[src/rtl/dma_csr_slave_if.sv]
// AXI4-Lite register-port interface (32-bit address and data) with Master/Slave views.
interface AXILiteIntf;
    logic [31:0] AWADDR;
    logic [2:0]  AWPROT;
    logic        AWVALID;
    logic        AWREADY;
    logic [31:0] WDATA;
    logic [3:0]  WSTRB;
    logic        WVALID;
    logic        WREADY;
    logic [1:0]  BRESP;
    logic        BVALID;
    logic        BREADY;
    logic [31:0] ARADDR;
    logic [2:0]  ARPROT;
    logic        ARVALID;
    logic        ARREADY;
    logic [31:0] RDATA;
    logic [1:0]  RRESP;
    logic        RVALID;
    logic        RREADY;

    modport Slave (
        input  AWADDR, AWPROT, AWVALID, WDATA, WSTRB, WVALID, BREADY,
        input  ARADDR, ARPROT, ARVALID, RREADY,
        output AWREADY, WREADY, BRESP, BVALID, ARREADY, RDATA, RRESP, RVALID
    );

    modport Master (
        output AWADDR, AWPROT, AWVALID, WDATA, WSTRB, WVALID, BREADY,
        output ARADDR, ARPROT, ARVALID, RREADY,
        input  AWREADY, WREADY, BRESP, BVALID, ARREADY, RDATA, RRESP, RVALID
    );
endinterface

[src/rtl/dma_csr_slave.sv]
// AXI4-Lite control/status register block for the DMA engine.
// Define DMA_CSR_SLVERR_EN to answer unmapped and read-only accesses with SLVERR.
module dma_csr_slave #(
    parameter int          ADDR_BITS = 8,
    parameter logic [31:0] ID_VALUE  = 32'hD3A0_0001
) (
    input  logic        ACLK,
    input  logic        ARESET,
    AXILiteIntf.Slave   s_axil,
    output logic        start_o,
    output logic [31:0] src_addr_o,
    output logic [31:0] dst_addr_o,
    output logic [31:0] len_o,
    input  logic        busy_i,
    input  logic        done_i,
    input  logic        err_i,
    output logic        irq_o
);
    localparam int IDX_W = ADDR_BITS - 2;
    localparam logic [IDX_W-1:0] IDX_CTRL   = IDX_W'(0);
    localparam logic [IDX_W-1:0] IDX_STATUS = IDX_W'(1);
    localparam logic [IDX_W-1:0] IDX_SRC    = IDX_W'(2);
    localparam logic [IDX_W-1:0] IDX_DST    = IDX_W'(3);
    localparam logic [IDX_W-1:0] IDX_LEN    = IDX_W'(4);
    localparam logic [IDX_W-1:0] IDX_ID     = IDX_W'(5);

    logic             aw_held_reg, w_held_reg, bvalid_reg, rvalid_reg, start_reg;
    logic [IDX_W-1:0] aw_idx_reg;
    logic [31:0]      wdata_reg, rdata_reg;
    logic [3:0]       wstrb_reg;
    logic [1:0]       bresp_reg, rresp_reg;
    logic             irq_en_reg, done_reg, err_reg;
    logic [31:0]      src_reg, dst_reg, len_reg;

    logic             awready, wready, arready, aw_hs, w_hs, ar_hs, commit;
    logic [IDX_W-1:0] wr_idx, rd_idx;
    logic [31:0]      wr_data, wmask, rd_data;
    logic [3:0]       wr_strb;
    logic [1:0]       wr_resp, rd_resp;
    logic             clr_done, clr_err;

    assign awready = !ARESET && !aw_held_reg && !bvalid_reg;
    assign wready  = !ARESET && !w_held_reg && !bvalid_reg;
    assign arready = !ARESET && !rvalid_reg;
    assign aw_hs   = s_axil.AWVALID && awready;
    assign w_hs    = s_axil.WVALID && wready;
    assign ar_hs   = s_axil.ARVALID && arready;

    // Either half may already be parked; the commit happens once both are present.
    assign commit  = (aw_held_reg || aw_hs) && (w_held_reg || w_hs);
    assign wr_idx  = aw_held_reg ? aw_idx_reg : s_axil.AWADDR[ADDR_BITS-1:2];
    assign wr_data = w_held_reg ? wdata_reg : s_axil.WDATA;
    assign wr_strb = w_held_reg ? wstrb_reg : s_axil.WSTRB;
    assign rd_idx  = s_axil.ARADDR[ADDR_BITS-1:2];

    genvar gi;
    generate
        for (gi = 0; gi < 4; gi++) begin : g_wmask
            assign wmask[gi*8 +: 8] = {8{wr_strb[gi]}};
        end
    endgenerate

    assign clr_done = commit && wr_idx == IDX_STATUS && wr_strb[0] && wr_data[1];
    assign clr_err  = commit && wr_idx == IDX_STATUS && wr_strb[0] && wr_data[2];

    always_comb begin
        wr_resp = 2'b00;
`ifdef DMA_CSR_SLVERR_EN
        if (wr_idx >= IDX_ID || (wr_idx == IDX_STATUS && wr_strb[0] && wr_data[0]))
            wr_resp = 2'b10;
`endif
    end

    always_comb begin
        rd_data = '0;
        rd_resp = 2'b00;
        case (rd_idx)
            IDX_CTRL:   rd_data = {30'd0, irq_en_reg, 1'b0};
            IDX_STATUS: rd_data = {29'd0, err_reg, done_reg, busy_i};
            IDX_SRC:    rd_data = src_reg;
            IDX_DST:    rd_data = dst_reg;
            IDX_LEN:    rd_data = len_reg;
            IDX_ID:     rd_data = ID_VALUE;
            default: begin
                rd_data = '0;
`ifdef DMA_CSR_SLVERR_EN
                rd_resp = 2'b10;
`endif
            end
        endcase
    end

    always_ff @(posedge ACLK) begin
        if (ARESET) begin
            aw_held_reg <= 1'b0;
            w_held_reg  <= 1'b0;
            aw_idx_reg  <= '0;
            wdata_reg   <= '0;
            wstrb_reg   <= '0;
            bvalid_reg  <= 1'b0;
            bresp_reg   <= 2'b00;
            rvalid_reg  <= 1'b0;
            rdata_reg   <= '0;
            rresp_reg   <= 2'b00;
            start_reg   <= 1'b0;
            irq_en_reg  <= 1'b0;
            done_reg    <= 1'b0;
            err_reg     <= 1'b0;
            src_reg     <= '0;
            dst_reg     <= '0;
            len_reg     <= '0;
        end else begin
            if (bvalid_reg && s_axil.BREADY)
                bvalid_reg <= 1'b0;
            if (commit) begin
                aw_held_reg <= 1'b0;
                w_held_reg  <= 1'b0;
                bvalid_reg  <= 1'b1;
                bresp_reg   <= wr_resp;
            end else begin
                if (aw_hs) begin
                    aw_held_reg <= 1'b1;
                    aw_idx_reg  <= s_axil.AWADDR[ADDR_BITS-1:2];
                end
                if (w_hs) begin
                    w_held_reg <= 1'b1;
                    wdata_reg  <= s_axil.WDATA;
                    wstrb_reg  <= s_axil.WSTRB;
                end
            end

            start_reg <= commit && wr_idx == IDX_CTRL && wr_strb[0] && wr_data[0] && !busy_i;
            if (commit && wr_idx == IDX_CTRL && wr_strb[0])
                irq_en_reg <= wr_data[1];
            if (commit && wr_idx == IDX_SRC)
                src_reg <= (src_reg & ~wmask) | (wr_data & wmask);
            if (commit && wr_idx == IDX_DST)
                dst_reg <= (dst_reg & ~wmask) | (wr_data & wmask);
            if (commit && wr_idx == IDX_LEN)
                len_reg <= (len_reg & ~wmask) | (wr_data & wmask);

            // An incoming event outranks a simultaneous W1C.
            done_reg <= done_i || (done_reg && !clr_done);
            err_reg  <= err_i || (err_reg && !clr_err);

            if (ar_hs) begin
                rvalid_reg <= 1'b1;
                rdata_reg  <= rd_data;
                rresp_reg  <= rd_resp;
            end else if (rvalid_reg && s_axil.RREADY) begin
                rvalid_reg <= 1'b0;
            end
        end
    end

    assign s_axil.AWREADY = awready;
    assign s_axil.WREADY  = wready;
    assign s_axil.ARREADY = arready;
    assign s_axil.BVALID  = bvalid_reg;
    assign s_axil.BRESP   = bresp_reg;
    assign s_axil.RVALID  = rvalid_reg;
    assign s_axil.RDATA   = rdata_reg;
    assign s_axil.RRESP   = rresp_reg;

    assign start_o    = start_reg;
    assign src_addr_o = src_reg;
    assign dst_addr_o = dst_reg;
    assign len_o      = len_reg;
    assign irq_o      = irq_en_reg && (done_reg || err_reg);

    logic unused_bits;
    assign unused_bits = &{1'b0, s_axil.AWPROT, s_axil.ARPROT,
                           s_axil.AWADDR[31:ADDR_BITS], s_axil.AWADDR[1:0],
                           s_axil.ARADDR[31:ADDR_BITS], s_axil.ARADDR[1:0]};
endmodule

[src/flat_wrapper.sv]
// flat-port wrapper written by rule: the top's interface ports become plain ports
module dma_csr_slave_flat 
#(
    parameter int          ADDR_BITS = 8,
    parameter logic [31:0] ID_VALUE  = 32'hD3A0_0001
)
  (ACLK, ARESET, start_o, src_addr_o, dst_addr_o, len_o, busy_i, done_i, err_i, irq_o, s_axil_AWADDR, s_axil_AWPROT, s_axil_AWVALID, s_axil_WDATA, s_axil_WSTRB, s_axil_WVALID, s_axil_BREADY, s_axil_ARADDR, s_axil_ARPROT, s_axil_ARVALID, s_axil_RREADY, s_axil_AWREADY, s_axil_WREADY, s_axil_BRESP, s_axil_BVALID, s_axil_ARREADY, s_axil_RDATA, s_axil_RRESP, s_axil_RVALID);
  AXILiteIntf s_axil_i ();
  input  logic ACLK;
  input  logic ARESET;
  output logic start_o;
  output logic [31:0] src_addr_o;
  output logic [31:0] dst_addr_o;
  output logic [31:0] len_o;
  input  logic busy_i;
  input  logic done_i;
  input  logic err_i;
  output logic irq_o;
  input wire logic [$bits(s_axil_i.AWADDR)-1:0] s_axil_AWADDR;
  input wire logic [$bits(s_axil_i.AWPROT)-1:0] s_axil_AWPROT;
  input wire logic [$bits(s_axil_i.AWVALID)-1:0] s_axil_AWVALID;
  input wire logic [$bits(s_axil_i.WDATA)-1:0] s_axil_WDATA;
  input wire logic [$bits(s_axil_i.WSTRB)-1:0] s_axil_WSTRB;
  input wire logic [$bits(s_axil_i.WVALID)-1:0] s_axil_WVALID;
  input wire logic [$bits(s_axil_i.BREADY)-1:0] s_axil_BREADY;
  input wire logic [$bits(s_axil_i.ARADDR)-1:0] s_axil_ARADDR;
  input wire logic [$bits(s_axil_i.ARPROT)-1:0] s_axil_ARPROT;
  input wire logic [$bits(s_axil_i.ARVALID)-1:0] s_axil_ARVALID;
  input wire logic [$bits(s_axil_i.RREADY)-1:0] s_axil_RREADY;
  output wire logic [$bits(s_axil_i.AWREADY)-1:0] s_axil_AWREADY;
  output wire logic [$bits(s_axil_i.WREADY)-1:0] s_axil_WREADY;
  output wire logic [$bits(s_axil_i.BRESP)-1:0] s_axil_BRESP;
  output wire logic [$bits(s_axil_i.BVALID)-1:0] s_axil_BVALID;
  output wire logic [$bits(s_axil_i.ARREADY)-1:0] s_axil_ARREADY;
  output wire logic [$bits(s_axil_i.RDATA)-1:0] s_axil_RDATA;
  output wire logic [$bits(s_axil_i.RRESP)-1:0] s_axil_RRESP;
  output wire logic [$bits(s_axil_i.RVALID)-1:0] s_axil_RVALID;
  assign s_axil_i.AWADDR = s_axil_AWADDR;
  assign s_axil_i.AWPROT = s_axil_AWPROT;
  assign s_axil_i.AWVALID = s_axil_AWVALID;
  assign s_axil_i.WDATA = s_axil_WDATA;
  assign s_axil_i.WSTRB = s_axil_WSTRB;
  assign s_axil_i.WVALID = s_axil_WVALID;
  assign s_axil_i.BREADY = s_axil_BREADY;
  assign s_axil_i.ARADDR = s_axil_ARADDR;
  assign s_axil_i.ARPROT = s_axil_ARPROT;
  assign s_axil_i.ARVALID = s_axil_ARVALID;
  assign s_axil_i.RREADY = s_axil_RREADY;
  assign s_axil_AWREADY = s_axil_i.AWREADY;
  assign s_axil_WREADY = s_axil_i.WREADY;
  assign s_axil_BRESP = s_axil_i.BRESP;
  assign s_axil_BVALID = s_axil_i.BVALID;
  assign s_axil_ARREADY = s_axil_i.ARREADY;
  assign s_axil_RDATA = s_axil_i.RDATA;
  assign s_axil_RRESP = s_axil_i.RRESP;
  assign s_axil_RVALID = s_axil_i.RVALID;
  dma_csr_slave #(.ADDR_BITS(ADDR_BITS), .ID_VALUE(ID_VALUE)) u_core (.ACLK(ACLK), .ARESET(ARESET), .s_axil(s_axil_i), .start_o(start_o), .src_addr_o(src_addr_o), .dst_addr_o(dst_addr_o), .len_o(len_o), .busy_i(busy_i), .done_i(done_i), .err_i(err_i), .irq_o(irq_o));
endmodule
[config.mk]
export PLATFORM = sky130hd
export DESIGN_NAME = dma_csr_slave_flat
export DESIGN_NICKNAME = d
export VERILOG_FILES = /design/src/rtl/dma_csr_slave_if.sv /design/src/rtl/dma_csr_slave.sv /design/src/flat_wrapper.sv
export SDC_FILE = /design/constraint.sdc
export NUM_CORES = 1
export LEC_CHECK = 0
export ABC_AREA = 0
export CORE_ASPECT_RATIO = 2
export CORE_MARGIN = 5
export CORE_UTILIZATION = 42
export CTS_CLUSTER_SIZE = 24
export DETAILED_ROUTE_END_ITERATION = 7
export HOLD_SLACK_MARGIN = 0.12
export PLACE_DENSITY = 0.82
export SLEW_MARGIN = 20
export SYNTH_ARGS = -nofsm -noshare
export SYNTH_HDL_FRONTEND = slang
export SYNTH_SLANG_ARGS = --single-unit
[constraint.sdc]
create_clock -name ACLK -period 2.18 [get_ports ACLK]
set_input_delay 0.436 -clock ACLK [delete_from_list [all_inputs] [get_ports ACLK]]
set_output_delay 0.436 -clock ACLK [all_outputs]
set_load 0.05 [all_outputs]
After elaboration in Yosys (flattened, before gate mapping)

Index checks and enable logic that the tools add are counted.

Eq/ne operators: 9
Bitwise logic cells: 9
Reduce and logical (&&, ||, !) cells: 45
Muxes and demuxes: 8

Operators with widths:

| kind               | number |
|---|---|
| $pmux 32 s6        | 1 |
| $and 32x32->32     | 4 |
| $or 32x32->32      | 3 |
| $mux 32            | 1 |
| $not 32->32        | 1 |
| $logic_and 1x1->1  | 25 |
| $eq 6x2->1 const B | 4 |
| $eq 6x3->1 const B | 3 |
| $eq 6x1->1 const B | 2 |
| $logic_not 6->1    | 2 |
| $logic_not 1->1    | 8 |
| $mux 6             | 1 |
| $logic_or 1x1->1   | 5 |
| $mux 1             | 4 |
| $mux 4             | 1 |
| $reduce_and 2->1   | 2 |
| $reduce_bool 2->1  | 2 |
| $reduce_or 2->1    | 1 |
| $not 1->1          | 1 |

Register bits after elaboration: 178

Depth between registers and ports, before layout

Gate-level depths: netlist (run 1).

Depth in word-level cells: 12
Mapped depth: 7

Worst setup path before layout (run 1)

Ideal clock, no wire load.

Path kind: input to output
Start point: in ARESET
End point: out s_axil_AWREADY
Stages on the path: 5
Data arrival time: 2.173 ns
Path buffers: 4
Setup slack: -0.429 ns
Cell sequence: clkbuf_1 -> clkbuf_1 -> clkbuf_1 -> clkbuf_1 -> nor3_1

Longest elaborated chain between the ends: 3

Ends and longest elaborated chain:

| item                           | RTL line            | text |
|---|---|---|
| start: declaration             | flat_wrapper.sv:10  | `input logic ARESET;` |
| $logic_not 1->1                | dma_csr_slave.sv:42 | `assign awready = !ARESET && !aw_held_reg && !bvalid_reg;` |
| $logic_and 1x1->1 (2 in a row) | dma_csr_slave.sv:42 |  |
| end: declaration               | flat_wrapper.sv:30  | `output wire logic [$bits(s_axil_i.AWREADY)-1:0] s_axil_AWREADY;` |

Every way passes these cells.

==> results.md, run 1 <==
- I/O pin count: ~260
- WHS Endpoint: u_core.w_held_reg
- Sequential power share: 0.450
- WP data required: about 2500 ps
- Hpwl dp: between 15,000 and 20,000 um
- Via density: between 5 and 6
- Wire length per cell: 20.8 um
- Synthesized instance count: 883
- Reg-to-reg slack, setup: -20 ps
- Switch Pwr: ~1.9 mW
- Grt total ovfl: 0
- Worst setup EP type: register
- Clk buf depth: 2
- Dpl ws: -489 ps
- LEAKAGE: 3.81 nW
- Largest net degree at the start of global routing: approximately 90
- Final min period: 2200 ps
- DRC Markers: 0
- Initial antenna violation count: 5
- CP max FO: 10
- Antenna-violating nets left: 0
- Gr usage total: 0.254
- Worst setup margin: -17.5 ps
- Min-Delay Path Depth: 4
- R2R Path Start: u_core.aw_held_reg
- Most frequent CP cell: buf_4
- Buf/Inv on CP: 4
- Post-synth ARST share: 0
- Mapped Area: 7650 um^2
- Vias in the first global route: 8,003
- Slowest cell on the critical path: or3_1
- Top post-synthesis cells by count: dfxtp_1 (178), nand2_1 (129), a21oi_1 (78), a211oi_1 (65), inv_1 (64)
- Worst Min Path Start: s_axil_WVALID
- R2R depth: 8
- Ys flop type: dfxtp_1
- CTS Buf Count: 17
- Placed cells: 1,297
- Fmax: 455 MHz
- CTS Sinks: 178
- Gpl congestion: 0.886
- DIE AREA: 21,200 um^2
- Crit Path Class: reg2reg
- Max-cap violations: 0
- P_int: 5.48 mW
- Pwr Total: ~7.4 mW
- Distinct cells, synth: 43
- Yosys top cell area share: 0.466
- Setup violators final: 1
- Die Height: 201 um
- Root buffer cell: clkbuf_16
- Max Transition Viols Final: 0
- H-tree Lvls: 4
- Hold-fix buffers, CTS: 0
- Top cell family by delay on the critical path: buffers and inverters
- CP peak stage delay: approximately 360 ps
- Clock share of power: 0.435
- Failing checks: setup timing
- Synth area leaders: dfxtp_1 (47%), a221oi_1 (6.9%), a211oi_1 (6.4%)
- Clock slew seen by the registers of the worst setup and hold paths: about 70 ps
- Final layout net count: 1,223
- Area of the core: 17,900 um^2
- Non-filler instance count after layout: around 1,300
- Post-Route WL: 27,800 um
- Least-Margin Pin Slew: 765 ps
- First-pass GRT wire length: 42,400 um
- Vias: 7,899
- Crit start category: register
- RSZ-0062 raised after global routing: yes
- Crit path arrival time: 2530 ps
- HP Class: in2reg
- Input/output buffers: 192
- Synth-to-layout area growth: 45.5%
- Number of synthesized register bits: ~180
- CTS tree: yes
- Final core occ: 0.622
- First drt pass iteration count: 5
- Seq/Total Area, Yosys: 0.466
- Cell taking the most area after synthesis: dfxtp_1
- Combinational power share: 0.115
- Syn_area_per_cell: 8.66 um^2
- Min Hold Slack: 403 ps
- Final hold viol count: 0
- Die Wd: 105 um
- Crit path depth: 8
- Post-synth EDFFs: 0
- Cell with the most instances after synthesis: dfxtp_1
- Outcome: finished, violations left
- CP Cell Sequence: buf_12 -> or3_1 -> a222oi_1 -> buf_4 -> buf_4 -> nand2_1 -> buf_4 -> a221oi_1
- Peak VDD IR: 505 uV
- Iter 0 DRT Violations: 574
- Row count: 69
- Skew final: about 7.8 ps
- Ys Warns: 0
- Pwr Density: 663 nW/um^2
- Worst skew pair latency: 430 ps
- Final period util: 1.01
- Sw Ratio: 0.258
- Slew HR: 0.480
- Initial core utilization: 0.428
- Layout cells sized above 1: 0.152
- Crit path from: u_core.aw_held_reg
[what timing repair did]
action                                  CTS  global route
endpoints found under the setup margin   59            89
gates cloned                              2             1
pin swaps                                 3             2
buffers inserted                          1             1
gates resized for setup                  21            28
hold endpoints to repair                  0             0
[cell usage in the layout (no fill, tap or decap), drive strengths merged, types with 14 or more instances in the layout]
cell           count
a211oi            68
a21oi             78
a221oi            60
a22oi             30
and2              32
buf               88
clkbuf            19
clkdlybuf4s50    181
dfxtp            178
inv               69
mux2i             26
nand2            129
nand2b            14
nor2              16
o21ai             47
[power groups by stage]
stage | Clock [mW] | Combinational, mW | Sequential (mW)
2_1_floorplan | 0 | 0.406 | 3.42
3_3_place_gp | 0 | 0.792 | 3.39
3_5_place_dp | 0 | 0.803 | 3.39
4_1_cts | 3.23 | 0.820 | 3.32
5_1_grt | 3.37 | 0.899 | 3.32
6_report | 3.21 | 0.847 | 3.32
[area by class of cell]
class                   instances  area (um^2)
fillers                      1438         6750
repair buffers                274         2710
well taps                     213          267
multi-input cells             572         3720
inverters                      64          240
flip-flops and latches        178         3570
clock buffers                  18          439
diodes                          5         12.5
clock inverters                13          171
[worst register-to-register path, stage by stage, from the launching register on]
cell and delay, ps:
dfxtp_2 350, buf_12 130, or3_1 360, a222oi_1 340
buf_4 210, buf_4 150, nand2_1 60, buf_4 180
a221oi_1 310
[worst max path at each step]
| stage | end | slack (ps) |
|---|---|---|
| 2_1_floorplan | s_axil_AWREADY | -10 |
| 3_3_place_gp | register | -450 |
| 3_5_place_dp | register | -490 |
| 4_1_cts | register | -3 |
| 5_1_grt | register | -30 |
| 6_report | register | -20 |
[routing by layer]
layer  share of wire  global-route usage  vias to the layer above
li1                -                   -                     3631
met1            0.33               0.258                     3738
met2            0.52               0.450                      387
met3           0.069              0.0531                      143
met4           0.076               0.184                        0
met5               0                   0                        -
[cells by family after synthesis]
| kind of cell | after synthesis | share of synthesized area |
|---|---|---|
| AOI/OAI and AO/OA | 305 | 0.273 |
| DFF | 178 | 0.466 |
| buffers and inverters | 136 | 0.0712 |
| and+or+nand+nor | 233 | 0.149 |
| muxes | 30 | 0.0399 |
| other | 1 | 0.000490 |
[through the flow]
step,area [um^2],TNS [ps]
after detailed placement,10200,-41130
after CTS,11000,-3.73
after floorplan,7670,-29.6
final,11100,-17.5
after global placement,10200,-36650
after global routing,11100,-365
(Power assumes the default switching activity.)
==> run 2, diff against run 1 <==
--- a/config.mk
+++ b/config.mk
@@ -5,8 +5,7 @@
 export SDC_FILE = /design/constraint.sdc
 export NUM_CORES = 1
 export LEC_CHECK = 0
-export ABC_AREA = 0
-export CORE_ASPECT_RATIO = 2
+export CORE_ASPECT_RATIO = 0.9
 export CORE_MARGIN = 5
 export CORE_UTILIZATION = 42
 export CTS_CLUSTER_SIZE = 24
==> run 2 against run 1 <==
  * The flow now finishes without violations
  * Cell count increased by 3.6%
  * Critical path depth did not move
  * Sequential share of layout area fell by 0.87 points
  * Die area fell by 0.75%
  * Clock power fell by 4%
  * First-iteration DRC count rose by 52%
  * Register-to-register slack improved by 40 ps
  * Maximum frequency rose by 1.3%
  * Global-route usage is 1.6 points lower
  * Clock skew increased by 1.4 ps
  * Highest routed layer unchanged
==> results.md, run 2 (synthesis gave the netlist of run 1 again) <==
- Area of the core: 17,800 um^2 (-0.48%)
- Vias: 7,969 (+0.89%)
- Most frequent cells in the layout: clkdlybuf4s50_1 (180), dfxtp_1 (176), nand2_1 (129)
- Final min period: 2170 ps (-27.8 ps)
- Min-Delay Path Depth: 3 (-1)
- Root buffer cell: clkbuf_16
- Iter 0 DRT Violations: 874 (+52%)
- Clock slew seen by the registers of the worst setup and hold paths: 70 ps (about the same)
- R2R Path Start: u_core.aw_held_reg
- First drt pass iteration count: 5 (unchanged)
- Peak VDD IR: 435 uV (-14%)
- LEAKAGE: 3.99 nW (+4.6%)
- Uppermost layer routed: met4
- First-pass GRT wire length: 41,000 um (-3.3%)
- Wire length per cell: 19.9 um (-4.3%)
- Worst setup margin: 10.3 ps (+27.8 ps)
- Crit path arrival time: 2500 ps (-30 ps)
- DIE AREA: 21,000 um^2 (-0.75%)
- Layout cells sized above 1: 0.186 (+0.0341)
- CTS Buf Count: 17 (unchanged)
- Via density: 5.75 (-2.6%)
- Max-cap violations: 0 (unchanged)
- Worst skew pair latency: 430 ps (about the same)
- H-tree Lvls: 4 (unchanged)
- Filler Cell Count: 1,393 (-3.1%)
- Switch Pwr: 1.86 mW (-2.2%)
- Min Hold Slack: 306 ps (-97.0 ps)
- M1 wire length: 11,500 um (+24%)
- Row count: 46 (-33%)
- CTS tree: yes
- P_int: 5.51 mW (+0.59%)
- Antenna-violating nets left: 0 (unchanged)
- Least-Margin Pin Slew: 864 ps (+98.4 ps)
- Non-filler instance count after layout: 1,385 (+3.6%)
- Dpl ws: -535 ps (-46.0 ps)
- Post-Route WL: 27,500 um (-0.86%)
- Clk buf depth: 2 (unchanged)
- I/O pin count: 255 (unchanged)
- Leading cell type in the layout, fill and taps excluded: clkdlybuf4s50_1
- Setup violators final: 0 (-1)
- Grt total ovfl: 0 (unchanged)
- Pwr Total: 7.37 mW (-0.12%)
- Combinational power share: 0.133 (+0.018)
- Sequential power share: 0.451 (about the same)
- Crit start category: primary input
- Input/output buffers: 192 (unchanged)
- Pwr Density: 644 nW/um^2 (-2.9%)
- Skew final: 9.20 ps (+1.36 ps)
- Final layout net count: 1,250 (+2.2%)
- Storage cell area: 3570 um^2 (about the same)
- Worst setup EP type: register
- Initial antenna violation count: 0 (-5)
- Final period util: 0.995 (-0.0128)
- Vias in the first global route: 7,549 (-5.7%)
- WL met3: 2530 um (+32%)
- Hold-fix buffers, CTS: 0 (unchanged)
- Gpl congestion: 0.889 (+0.37%)
- Reg-to-reg slack, setup: 20 ps (+40 ps)
- Met2 routed WL: 12,700 um (-13%)
- Sw Ratio: 0.252 (-0.00533)
- R2R depth: 7 (-1)
- Crit Path Class: in2reg
- Final hold viol count: 0 (unchanged)
- Largest net degree at the start of global routing: 71 (-22%)
- Outcome: finished clean
- N_diodes: 0 (-5)
- WP data required: 2510 ps (about the same)
- Synth-to-layout area growth: 49.7%
- Die Height: 138 um (-31%)
- Max Transition Viols Final: 0 (unchanged)
- DRC Markers: 0 (unchanged)
- CTS Sinks: 178 (unchanged)
- Clock share of power: 0.416 (-0.019)
- CP max FO: 6 (-4)
- Worst Min Path Start: s_axil_AWADDR[4]
- HP Class: in2reg
- Hpwl dp: 19,200 um (-1.5%)
- Die Wd: 152 um (+44%)
- Slew HR: 0.424 (-0.0555)
- WHS Endpoint: u_core.aw_idx_reg[2]
- Initial core utilization: 0.430 (+0.00208)
- Placed cells: 1,346 (+3.8%)
- Fmax: 461 MHz (+1.3%)
- Gr usage total: 0.238 (-0.0158)
- Area of the multi-input gates: 3850 um^2 (+3.5%)
- Setup TNS: 0 ps (+17.5 ps)
==> run 2: cell types whose count changed in the layout (fill, tap and decap cells not counted), sizes merged, moves of 3 or more <==
cell / delta
dlymetal6s2s: +4
clkbuf: +5
diode: -5
inv: -4
clkinv: +3
clkinvlp: -4
buf: +25
==> run 2: metrics by stage <==
step	cell area, um^2	util
3_5_place_dp	10400	0.586
5_1_grt	11400	0.643
6_report	11400	0.643
3_3_place_gp	10400	0.586
4_1_cts	11100	0.623
2_1_floorplan	7670	-
==> run 2: power groups by stage <==
stage	Sequential (mW)	Combinational, mW	Clock [mW]
after CTS	3.32	0.904	3.08
after floorplan	3.42	0.406	0
final	3.32	0.980	3.07
after detailed placement	3.39	0.879	0
after global routing	3.32	1.03	3.22
after global placement	3.39	0.867	0
==> run 2: worst max path at each step <==
stage	depth (start not counted)	from	end
2_1_floorplan	5	ARESET	s_axil_AWREADY
3_5_place_dp	7	s_axil_AWVALID	register
3_3_place_gp	7	s_axil_AWVALID	register
5_1_grt	7	u_core.aw_held_reg	register
6_report	8	s_axil_AWADDR[5]	register
4_1_cts	6	u_core.aw_held_reg	register
==> run 2: what timing repair did <==
item | in CTS | in global routing
buffers inserted | 2 | 4
gates cloned | 1 | 2
endpoints found under the setup margin | 77 | 97
endpoints found under the hold margin | 0 | 0
pin swaps | 5 | 13
resized for setup | 14 | 68
==> run 2: area by class of cell <==
type / count / share of cell area
multi-input cells: 572 / 0.337
flip-flops and latches: 178 / 0.312
repair buffers: 301 / 0.253
clock buffers: 23 / 0.0426
well taps: 240 / 0.0262
inverters: 64 / 0.0210
clock inverters: 7 / 0.00864
==> run 2: routing by layer <==
| metal | up-vias | GRT usage |
|---|---|---|
| met4 | 0 | 0.0894 |
| met3 | 69 | 0.0633 |
| li1 | 3679 | - |
| met5 | - | 0 |
| met1 | 3786 | 0.317 |
| met2 | 435 | 0.372 |
==> run 2: worst max-delay path, stage by stage <==
cell and delay, ps:
clkdlybuf4s50_1 430, or3_4 400, a222oi_1 290, buf_4 190
buf_4 150, buf_4 120, nand3_4 140, a221oi_2 350
